<file path="src/rtl/dm_spi_pkg.sv">
// Shared types, default parameters and width helpers for the multichain SPI master.
package dm_spi_pkg;

    typedef enum logic [2:0] {
        S_IDLE,
        S_SETUP,
        S_SHIFT_LO,
        S_SHIFT_HI,
        S_HOLD
    } state_t;

    localparam int DEF_NUM_CHAINS = 6;
    localparam int DEF_NUM_CS     = 4;
    localparam int DEF_WORD_BITS  = 24;
    localparam int DEF_CLK_DIV    = 4;
    localparam int DEF_CS_SETUP   = 2;
    localparam int DEF_CS_HOLD    = 2;

    // Index width for a range of n values; never below one bit.
    function automatic int idx_width(input int n);
        return (n > 1) ? $clog2(n) : 1;
    endfunction

    function automatic int max3(input int a, input int b, input int c);
        int m;
        m = (a > b) ? a : b;
        return (m > c) ? m : c;
    endfunction

endpackage

</file>
<file path="src/rtl/dm_spi_shifter.sv">
// One chain's transmit register: loads a word, shifts MSB first and gates Mosi
// high whenever the chain is not taking part in the current transfer.
module dm_spi_shifter #(
    parameter int WORD_BITS = 24
) (
    input  logic                 clk,
    input  logic                 rst,
    input  logic                 i_load,
    input  logic                 i_shift,
    input  logic                 i_release,
    input  logic                 i_en,
    input  logic [WORD_BITS-1:0] i_data,
    output logic                 o_mosi
);

    logic [WORD_BITS-1:0] r_sr;
    logic                 r_en;
    logic                 r_mosi;
    logic [WORD_BITS-1:0] w_next;

    assign w_next = r_sr << 1;
    assign o_mosi = r_mosi;

    // NOTE: state is updated with <= so every register samples pre-edge values.
    always_ff @(posedge clk) begin
        if (rst) begin
            r_sr   <= '0;
            r_en   <= 1'b0;
            r_mosi <= 1'b1;
        end else if (i_load) begin
            r_sr   <= i_data;
            r_en   <= i_en;
            r_mosi <= i_en ? i_data[WORD_BITS-1] : 1'b1;
        end else if (i_shift) begin
            r_sr   <= w_next;
            r_mosi <= r_en ? w_next[WORD_BITS-1] : 1'b1;
        end else if (i_release) begin
            r_sr   <= '0;
            r_en   <= 1'b0;
            r_mosi <= 1'b1;
        end
    end

endmodule

</file>
<file path="src/rtl/dm_spi_multichain.sv">
// Multichain SPI master (mode 3): one sequencer drives NUM_CHAINS shifters in
// lockstep, each chain with its own Sck, Mosi and chip-select group.
module dm_spi_multichain
    import dm_spi_pkg::*;
#(
    parameter int NUM_CHAINS = DEF_NUM_CHAINS,
    parameter int NUM_CS     = DEF_NUM_CS,
    parameter int WORD_BITS  = DEF_WORD_BITS,
    parameter int CLK_DIV    = DEF_CLK_DIV,
    parameter int CS_SETUP   = DEF_CS_SETUP,
    parameter int CS_HOLD    = DEF_CS_HOLD
) (
    input  logic                            clk,
    input  logic                            rst,
    input  logic                            Start,
    input  logic [idx_width(NUM_CS)-1:0]    CsSel,
    input  logic [NUM_CHAINS-1:0]           ChainEn,
    input  logic [NUM_CHAINS*WORD_BITS-1:0] TxData,
    output logic                            Busy,
    output logic                            Done,
    output logic [NUM_CHAINS-1:0]           Sck,
    output logic [NUM_CHAINS-1:0]           Mosi,
    output logic [NUM_CHAINS*NUM_CS-1:0]    nCs
);

    localparam int CS_W  = idx_width(NUM_CS);
    localparam int CNT_W = idx_width(max3(CLK_DIV, CS_SETUP, CS_HOLD));
    localparam int BIT_W = idx_width(WORD_BITS);

    localparam logic [CNT_W-1:0] SETUP_LAST = CNT_W'(CS_SETUP - 1);
    localparam logic [CNT_W-1:0] DIV_LAST   = CNT_W'(CLK_DIV - 1);
    localparam logic [CNT_W-1:0] HOLD_LAST  = CNT_W'(CS_HOLD - 1);
    localparam logic [BIT_W-1:0] BIT_LAST   = BIT_W'(WORD_BITS - 1);

    if (CLK_DIV < 1 || CS_SETUP < 1 || CS_HOLD < 1 || NUM_CS < 1 || NUM_CHAINS < 1) begin : g_param_check
        $error("dm_spi_multichain: CLK_DIV, CS_SETUP, CS_HOLD, NUM_CS and NUM_CHAINS must be >= 1");
    end

    state_t                         r_state;
    logic [CNT_W-1:0]               r_cnt;
    logic [BIT_W-1:0]               r_bit;
    logic [NUM_CHAINS-1:0]          r_chain_en;
    logic                           r_busy;
    logic                           r_done;
    logic [NUM_CHAINS-1:0]          r_sck;
    logic [NUM_CHAINS*NUM_CS-1:0]   r_ncs;

    logic                           w_cs_ok;
    logic                           w_load;
    logic                           w_shift;
    logic                           w_release;
    logic [NUM_CHAINS*NUM_CS-1:0]   w_ncs_sel;

    assign w_cs_ok   = ({1'b0, CsSel} < (CS_W + 1)'(NUM_CS));
    assign w_load    = (r_state == S_IDLE) && Start && w_cs_ok;
    // Mosi advances on entry to every SHIFT_LO except the first.
    assign w_shift   = (r_state == S_SHIFT_HI) && (r_cnt == DIV_LAST) && (r_bit != BIT_LAST);
    assign w_release = (r_state == S_HOLD) && (r_cnt == HOLD_LAST);

    // NOTE: the default assignment first keeps this block free of inferred latches.
    always_comb begin
        w_ncs_sel = '1;
        for (int i = 0; i < NUM_CHAINS; i++) begin
            for (int j = 0; j < NUM_CS; j++) begin
                if (ChainEn[i] && (CsSel == CS_W'(j))) begin
                    w_ncs_sel[i*NUM_CS + j] = 1'b0;
                end
            end
        end
    end

    always_ff @(posedge clk) begin
        if (rst) begin
            r_state    <= S_IDLE;
            r_cnt      <= '0;
            r_bit      <= '0;
            r_chain_en <= '0;
            r_busy     <= 1'b0;
            r_done     <= 1'b0;
            r_sck      <= '1;
            r_ncs      <= '1;
        end else begin
            r_done <= 1'b0;
            case (r_state)
                S_IDLE: begin
                    if (w_load) begin
                        r_state    <= S_SETUP;
                        r_cnt      <= '0;
                        r_bit      <= '0;
                        r_chain_en <= ChainEn;
                        r_busy     <= 1'b1;
                        r_ncs      <= w_ncs_sel;
                    end
                end
                S_SETUP: begin
                    if (r_cnt == SETUP_LAST) begin
                        r_state <= S_SHIFT_LO;
                        r_cnt   <= '0;
                        r_sck   <= ~r_chain_en;
                    end else begin
                        r_cnt <= r_cnt + CNT_W'(1);
                    end
                end
                S_SHIFT_LO: begin
                    if (r_cnt == DIV_LAST) begin
                        r_state <= S_SHIFT_HI;
                        r_cnt   <= '0;
                        r_sck   <= '1;
                    end else begin
                        r_cnt <= r_cnt + CNT_W'(1);
                    end
                end
                S_SHIFT_HI: begin
                    if (r_cnt == DIV_LAST) begin
                        r_cnt <= '0;
                        if (r_bit == BIT_LAST) begin
                            r_state <= S_HOLD;
                        end else begin
                            r_state <= S_SHIFT_LO;
                            r_bit   <= r_bit + BIT_W'(1);
                            r_sck   <= ~r_chain_en;
                        end
                    end else begin
                        r_cnt <= r_cnt + CNT_W'(1);
                    end
                end
                S_HOLD: begin
                    if (r_cnt == HOLD_LAST) begin
                        r_state    <= S_IDLE;
                        r_cnt      <= '0;
                        r_busy     <= 1'b0;
                        r_done     <= 1'b1;
                        r_ncs      <= '1;
                        r_chain_en <= '0;
                    end else begin
                        r_cnt <= r_cnt + CNT_W'(1);
                    end
                end
                default: r_state <= S_IDLE;
            endcase
        end
    end

    for (genvar g = 0; g < NUM_CHAINS; g++) begin : g_chain
        dm_spi_shifter #(
            .WORD_BITS (WORD_BITS)
        ) u_shifter (
            .clk       (clk),
            .rst       (rst),
            .i_load    (w_load),
            .i_shift   (w_shift),
            .i_release (w_release),
            .i_en      (ChainEn[g]),
            .i_data    (TxData[g*WORD_BITS +: WORD_BITS]),
            .o_mosi    (Mosi[g])
        );
    end

    assign Busy = r_busy;
    assign Done = r_done;
    assign Sck  = r_sck;
    assign nCs  = r_ncs;

endmodule

</file>
<file path="config.mk">
export PLATFORM = sky130hd
export DESIGN_NAME = dm_spi_multichain
export DESIGN_NICKNAME = d
export VERILOG_FILES = /design/src/rtl/dm_spi_pkg.sv /design/src/rtl/dm_spi_shifter.sv /design/src/rtl/dm_spi_multichain.sv
export SDC_FILE = /design/constraint.sdc
export NUM_CORES = 1
export LEC_CHECK = 0
export BUFFER_PORTS_ARGS = -buffer_cell sky130_fd_sc_hd__buf_2
export CORE_MARGIN = 2
export CORE_UTILIZATION = 49
export CTS_CLUSTER_DIAMETER = 80
export DETAILED_ROUTE_END_ITERATION = 10
export MAX_ROUTING_LAYER = met4
export PLACE_DENSITY_LB_ADDON = 0.12
export SLEW_MARGIN = 20
export SYNTH_ARGS = -nofsm -noshare
export SYNTH_HDL_FRONTEND = slang
export SYNTH_SLANG_ARGS = --single-unit
</file>
<file path="constraint.sdc">
create_clock -name clk -period 2.06 [get_ports clk]
set_clock_uncertainty 0.15 [all_clocks]
set_input_delay 0.103 -clock clk [delete_from_list [all_inputs] [get_ports clk]]
set_output_delay 0.103 -clock clk [all_outputs]
set_load 0.01 [all_outputs]
</file>
### Yosys cells after proc, flatten, opt, wreduce, memory -nomap -nowiden

Cells that the tools add are included.

| word-level totals | value |
|---|---|
| bits in latches | 0 |
| memories kept | 0 |
| RAM bits | 0 |
| bits of input ports | 155 |
| ROM bits | 0 |
| logic and storage cells | 193 |
| output and inout port bits | 38 |
| flip-flop bits (word level) | 198 |

| cells by class | value |
|---|---|
| muxes and demuxes | 100 |
| bitwise gates (word level) | 2 |
| magnitude comparators | 0 |
| div/mod/pow operators | 0 |
| eq/ne operators | 18 |
| add/sub/neg operators | 2 |
| reductions and logical operators | 45 |
| $mul | 0 |
| shift operators | 0 |

Operators with widths:

| cell | number |
|---|---|
| 2-to-1 mux 23 bit | 13 |
| 2-to-1 mux 1 bit | 60 |
| 2-to-1 mux 24 bit | 2 |
| case mux 24 bit (2 select lines) | 1 |
| 2-to-1 mux 6 bit | 6 |
| logical AND 1 bit | 28 |
| 2-to-1 mux 3 bit | 6 |
| case mux 6 bit (3 select lines) | 1 |
| 2-to-1 mux 5 bit | 3 |
| case mux 3 bit (5 select lines) | 1 |
| case mux 6 bit (2 select lines) | 1 |
| case mux 5 bit (2 select lines) | 1 |
| AND reduction 5 bit | 2 |
| nonzero test 3 bit | 3 |
| != test 2 x 1 -> 1 bit, second input constant | 4 |
| equality test 2 bit, second input constant | 3 |
| equality test 3 x 2 -> 1 bit, second input constant | 2 |
| 2-to-1 mux 2 bit | 3 |
| != test 2 bit, second input constant | 3 |
| inverter 6 bit | 1 |
| case mux 2 bit (3 select lines) | 1 |
| nonzero test 2 bit | 3 |
| OR reduction 2 bit | 3 |
| adder 5 x 1 -> 5 bit, second input constant | 1 |
| other kinds (13) | 15 |

### Logic depth before layout (Yosys ltp)

| logic depth | value |
|---|---|
| word-level depth | 5 |
| depth in mapped cells | 8 |
| depth with buffers taken out | 6 |

### Modules after synthesis

A second synthesis with hierarchy kept.

| unflattened totals | value |
|---|---|
| cell total of the unflattened synthesis | 1094 |
| area total of the unflattened synthesis | 10208.5 um^2 |

Modules (own cells, without submodules):

| module | instances | area an instance (um^2) | seq. area each (um^2) | cells an instance |
|---|---|---|---|---|
| dm_spi_shifter | 6 | 1332.5 | 500.5 | 143 |
| dm_spi_multichain | 1 | 2213.4 | 960.9 | 236 |

### Worst setup path before layout

Ideal clock, no wire load.

| path | value |
|---|---|
| path type | register to register |
| start point | register r_cnt[1] |
| end point | register r_ncs[21], in the netlist nCs[21] |
| required time | 1787 ps |
| path slack | 64 ps |
| clock period less this slack | 1996 ps |
| stages on the path, launching flop included | 9 |
| library setup time | 123 ps |
| arrival time | 1722 ps |
| path buffers | 2 |
| path through | dfxtp_1 inv_1 ha_1 mux2i_2 nor2_1 buf_2 buf_2 a2bb2oi_1 or2_2 |

| on the way | value |
|---|---|
| longest elaborated chain between the ends | 3 |

Ends and longest elaborated chain:

| what | line | source |
|---|---|---|
| from (decl) | dm_spi_multichain.sv:40 | `logic [CNT_W-1:0] r_cnt;` |
| from (signal assigned) | dm_spi_multichain.sv:101 | `r_cnt <= r_cnt + CNT_W'(1);` |
| from (signal assigned) | dm_spi_multichain.sv:110 | `r_cnt <= r_cnt + CNT_W'(1);` |
| from (signal assigned) | dm_spi_multichain.sv:124 | `r_cnt <= r_cnt + CNT_W'(1);` |
| equality test 2 x 1 -> 1 bit | dm_spi_multichain.sv:128 | `if (r_cnt == HOLD_LAST) begin` |
| != test 2 x 1 -> 1 bit (no source line) | -- |  |
| AND reduction 3 bit (no source line) | -- |  |
| to (signal assigned) | dm_spi_multichain.sv:92 | `r_ncs <= w_ncs_sel;` |
| to (decl) | dm_spi_multichain.sv:46 | `logic [NUM_CHAINS*NUM_CS-1:0] r_ncs;` |

Every way passes these cells.
A chain may end at the register's enable or synchronous reset.

### Final worst setup path

| path | value |
|---|---|
| start point | register r_cnt[1] |
| end point | register g_chain[1].u_shifter.r_sr[0] |

| on the way | value |
|---|---|
| longest elaborated chain between the ends | 5 |
| elaborated cells on any way between the ends | 8 |
| classes of those cells | eq/ne: 2; mux: 2; reduce/logical: 4 |

Ends and longest elaborated chain:

| what | line | source |
|---|---|---|
| equality test 2 bit | dm_spi_multichain.sv:57 | `assign w_shift = (r_state == S_SHIFT_HI) && (r_cnt == DIV_LAST) && (r_bit != BIT_LAST);` |
| logical AND 1 bit (2 in a row) | dm_spi_multichain.sv:57 |  |
| 2-to-1 mux 23 bit | dm_spi_shifter.sv:34 | `end else if (i_shift) begin` |
| 2-to-1 mux 23 bit | dm_spi_shifter.sv:30 | `end else if (i_load) begin` |
| to (signal assigned) | dm_spi_shifter.sv:31 | `r_sr <= i_data;` |
| to (signal assigned) | dm_spi_shifter.sv:35 | `r_sr <= w_next;` |
| to (decl) | dm_spi_shifter.sv:16 | `logic [WORD_BITS-1:0] r_sr;` |

Parallel ways exist; a longest one is shown, timed or not.

==> metrics.md <==
| Metric | Value |
|---|---|
| Status | `finished, final reports clean` |
| PwrDens | `1220 mW/mm^2` |
| Pin count of the biggest net entering global routing | `between 80 and 90` |
| I/O pin count | `193` |
| Die H | `~140 um` |
| Post-Syn Nets | `1211` |
| Final Routed Wirelength | `around 26000 um` |
| RR Startpoint | `r_cnt[1]` |
| CP max-delay cell | `a2bb2oi_2` |
| Hpwl dp | `about 14000 um` |
| Clk root buf | `clkbuf_16` |
| Flops & latches, synth | `between 150 and 200` |
| Endpoint, Worst Hold | `Busy` |
| Hold Crit Start | `Start` |
| Syn Inst Count | `between 1k and 1.5k` |
| Crit-path leading delay family | `compound AO/OA/AOI/OAI gates` |
| Clock transition at path regs | `about 0.07 ns` |
| WL per Instance | `~16 um` |
| Placer Congestion | `0.858` |
| Die ar. | `about 0.019 mm^2` |
| Hold Vio Cnt, Final | `0` |
| Core Region | `0.0173 mm^2` |
| Post-Syn Area | `around 0.0086 mm^2` |
| Most common cell in the netlist | `dfxtp_1` |
| Ys Warns | `0` |
| Max_slew headroom | `48.5%` |
| Distinct cell type count after synthesis | `53` |
| FP Rows | `48` |
| Max incr delay on CP | `0.63 ns` |
| Achievable Freq | `488 MHz` |
| Pwr Total | `15000 uW` |
| Startpoint Class | `register` |
| Final setup vio count | `0` |
| Area added between synthesis and finish | `42.5%` |
| Gr ovfl total | `0` |
| Hold Crit Class | `input port to register` |
| DRC | `0` |
| P_leak | `0.00483 uW` |
| RSZ-0062 raised after global routing | `yes` |
| Worst r2r dst | `g_chain[1].u_shifter.r_sr[0]` |
| Share of cells above drive strength 1 | `23.0%` |
| IO buf count | `192` |
| WS Path Type | `register to register` |
| Area of the multi-input gates | `about 0.0042 mm^2` |
| Total CTS buffers | `17` |
| Initial antenna violation count | `0` |
| Area share of the largest cell type after synthesis | `45.9%` |
| Top area cells in the synthesized netlist | `dfxtp_1, a211oi_1, o21ai_0` |
| Number of global-route vias before repair | `about 8k` |
| Fin util | `between 70 and 80%` |
| Commonest cells post-synth | `dfxtp_1, nor2_1, nand2_1` |
| R2R setup slack | `roughly 0.0088 ns` |
| Area leader, netlist | `dfxtp_1` |
| Post-synthesis async set-or-reset flop share | `0%` |
| Vias | `roughly 9k` |
| Worst Tran Pin Value | `slightly below 0.8 ns` |
| Slew Viols, Final | `0` |
| CP arrival | `approximately 2.3 ns` |
| Worst reg-to-reg path cell count | `6` |
| Skew-Pair Late Insertion Delay | `~0.43 ns` |
| Setup_tns | `0 ns` |
| CTS tree | `yes` |
| Worst Hold Path Cells | `4` |
| CP Max Fanout | `12` |
| Avg Cell Area, Syn | `about 8.2 um^2` |
| H-tree lvl count | `4` |
| Number of synthesized flops with an enable pin | `0` |
| # diodes | `0` |
| Overall global routing resource usage | `26.5%` |
| Initial DRT Pass Iterations | `5` |
| Critical path buffer and inverter count | `1` |
| Initial Util | `50.0%` |
| Main synth FF type | `dfxtp_1` |
| Sequential area share after synthesis | `45.9%` |
| Register area | `0.00397 mm^2` |
| Nets | `between 1.5k and 2k` |
| VDD IR max | `0.000603 V` |
| Post-DRT Antenna Nets | `0` |
| Final worst path period need | `approximately 2.1 ns` |
| First-pass GRT wire length | `a little under 40000 um` |
| MaxCap Viol Count | `0` |
| Critical Path Sink Type | `register` |
| CP Data Required Time | `around 2.3 ns` |
| Via/cell ratio | `~5.5` |
| CP Cell Sequence | `buf_4 -> ha_1 -> and4b_2 -> a2bb2oi_2 -> a22oi_1 -> nor2_1` |
| DIE WIDTH | `roughly 140 um` |
| # fillers | `~1.3k` |
| Initial drt markers | `~590` |
| Clock Sinks | `198` |
| Period utilization | `~100%` |
| Largest buffer count on any clock path | `2` |
==> how the worst max path moves through the flow <==
stage,start,endpoint,slack [ns],cells past startpoint
5_1_grt,r_cnt[1],g_chain[1].u_shifter.r_sr[0],-0.08,6
6_report,r_cnt[1],g_chain[1].u_shifter.r_sr[0],0.009,6
3_3_place_gp,r_cnt[0],g_chain[2].u_shifter.r_sr[1],-0.04,6
2_1_floorplan,r_cnt[1],nCs[21],0.06,8
4_1_cts,r_bit[0],g_chain[1].u_shifter.r_sr[0],-0.004,5
3_5_place_dp,r_cnt[0],g_chain[0].u_shifter.r_sr[8],-0.08,6
==> where the power goes <==
part	total (uW)	internal [uW]	switching (uW)
logic	6090	2670	3420
registers	5500	4940	561
clock network	3400	1920	1480
==> routing by layer <==
metal  vias to the layer above  track usage, %  routed length [um]
met3                        43            4.74                1490
met1                      4102            35.4               11700
met4                         0            7.56                 401
li1                       4289               -                   -
met2                       326            41.4               12700
met5                         -               -                   0
==> cells in the final DEF, fill, tap and decap left out, drive strengths merged, types with 3 or more instances in the layout <==
| cell type | instances |
|---|---|
| a22oi | 6 |
| clkbuf | 28 |
| nor2 | 158 |
| a211oi | 134 |
| nor3 | 10 |
| and2 | 6 |
| nand3 | 4 |
| a2bb2oi | 8 |
| a21oi | 30 |
| dfxtp | 198 |
| buf | 240 |
| ha | 4 |
| nor3b | 3 |
| mux2i | 11 |
| inv | 5 |
| dlygate4sd3 | 153 |
| o21ai | 141 |
| nand2 | 155 |
| nand2b | 25 |
| o2bb2ai | 17 |
| or2 | 7 |
| nor2b | 3 |
| clkinvlp | 5 |
==> per-stage QoR <==
step	setup WS, ns	hold WS [ns]	std cells	cell area, um^2
global placement	-0.0352	0.199	1398	9790
global route	-0.0831	0.0710	1605	12300
floorplan	0.0642	0.0940	1052	8640
CTS	-0.00374	0.00121	1586	12000
detailed placement	-0.0839	0.206	1398	9790
finish	0.00875	0.0190	1605	12300
==> kinds of logic (layout without fill, tap and decap cells) <==
logic type,count (synthesis),in the layout,synth area share (%)
and+or+nand+nor,384,384,19.1
AOI/OAI and AO/OA,344,344,26.7
DFF,198,198,45.9
buffers and inverters,107,435,5.98
muxes,11,11,1.32
adders and majority gates,4,4,0.579
xor gates and xnor gates,4,4,0.405
==> sequential cells by signal (all words and copies together), names as in the netlist <==
register / cells
Done: 1
r_bit: 5
r_cnt: 2
Busy: 1
g_chain.u_shifter.o_mosi: 6
r_state: 3
r_chain_en: 6
g_chain.u_shifter.r_sr: 138
g_chain.u_shifter.r_en: 6
nCs: 24
Sck: 6
==> worst register-to-register path, cell delays in order (launching register included) <==
cell	delay, ns
dfxtp_1	0.31
buf_4	0.14
ha_1	0.20
and4b_2	0.26
a2bb2oi_2	0.64
a22oi_1	0.16
nor2_1	0.13
==> final cells by class <==
class / instances / area share, %
clock buffer: 21 / 3.90
clock inverter: 10 / 0.975
inverter: 4 / 0.122
multi-input combinational: 747 / 34.3
sequential: 198 / 32.2
tap: 225 / 2.28
timing repair buffer: 400 / 26.3
==> repair_timing <==
action	in CTS	in global routing
gates resized for setup	1	18
endpoints found under the setup margin	115	158
setup buffers	4	11
hold buffers	153	0
endpoints found under the hold margin	180	0
pin swaps	1	12
cloned	0	8
No activity file was read; power rests on OpenSTA's default activity.
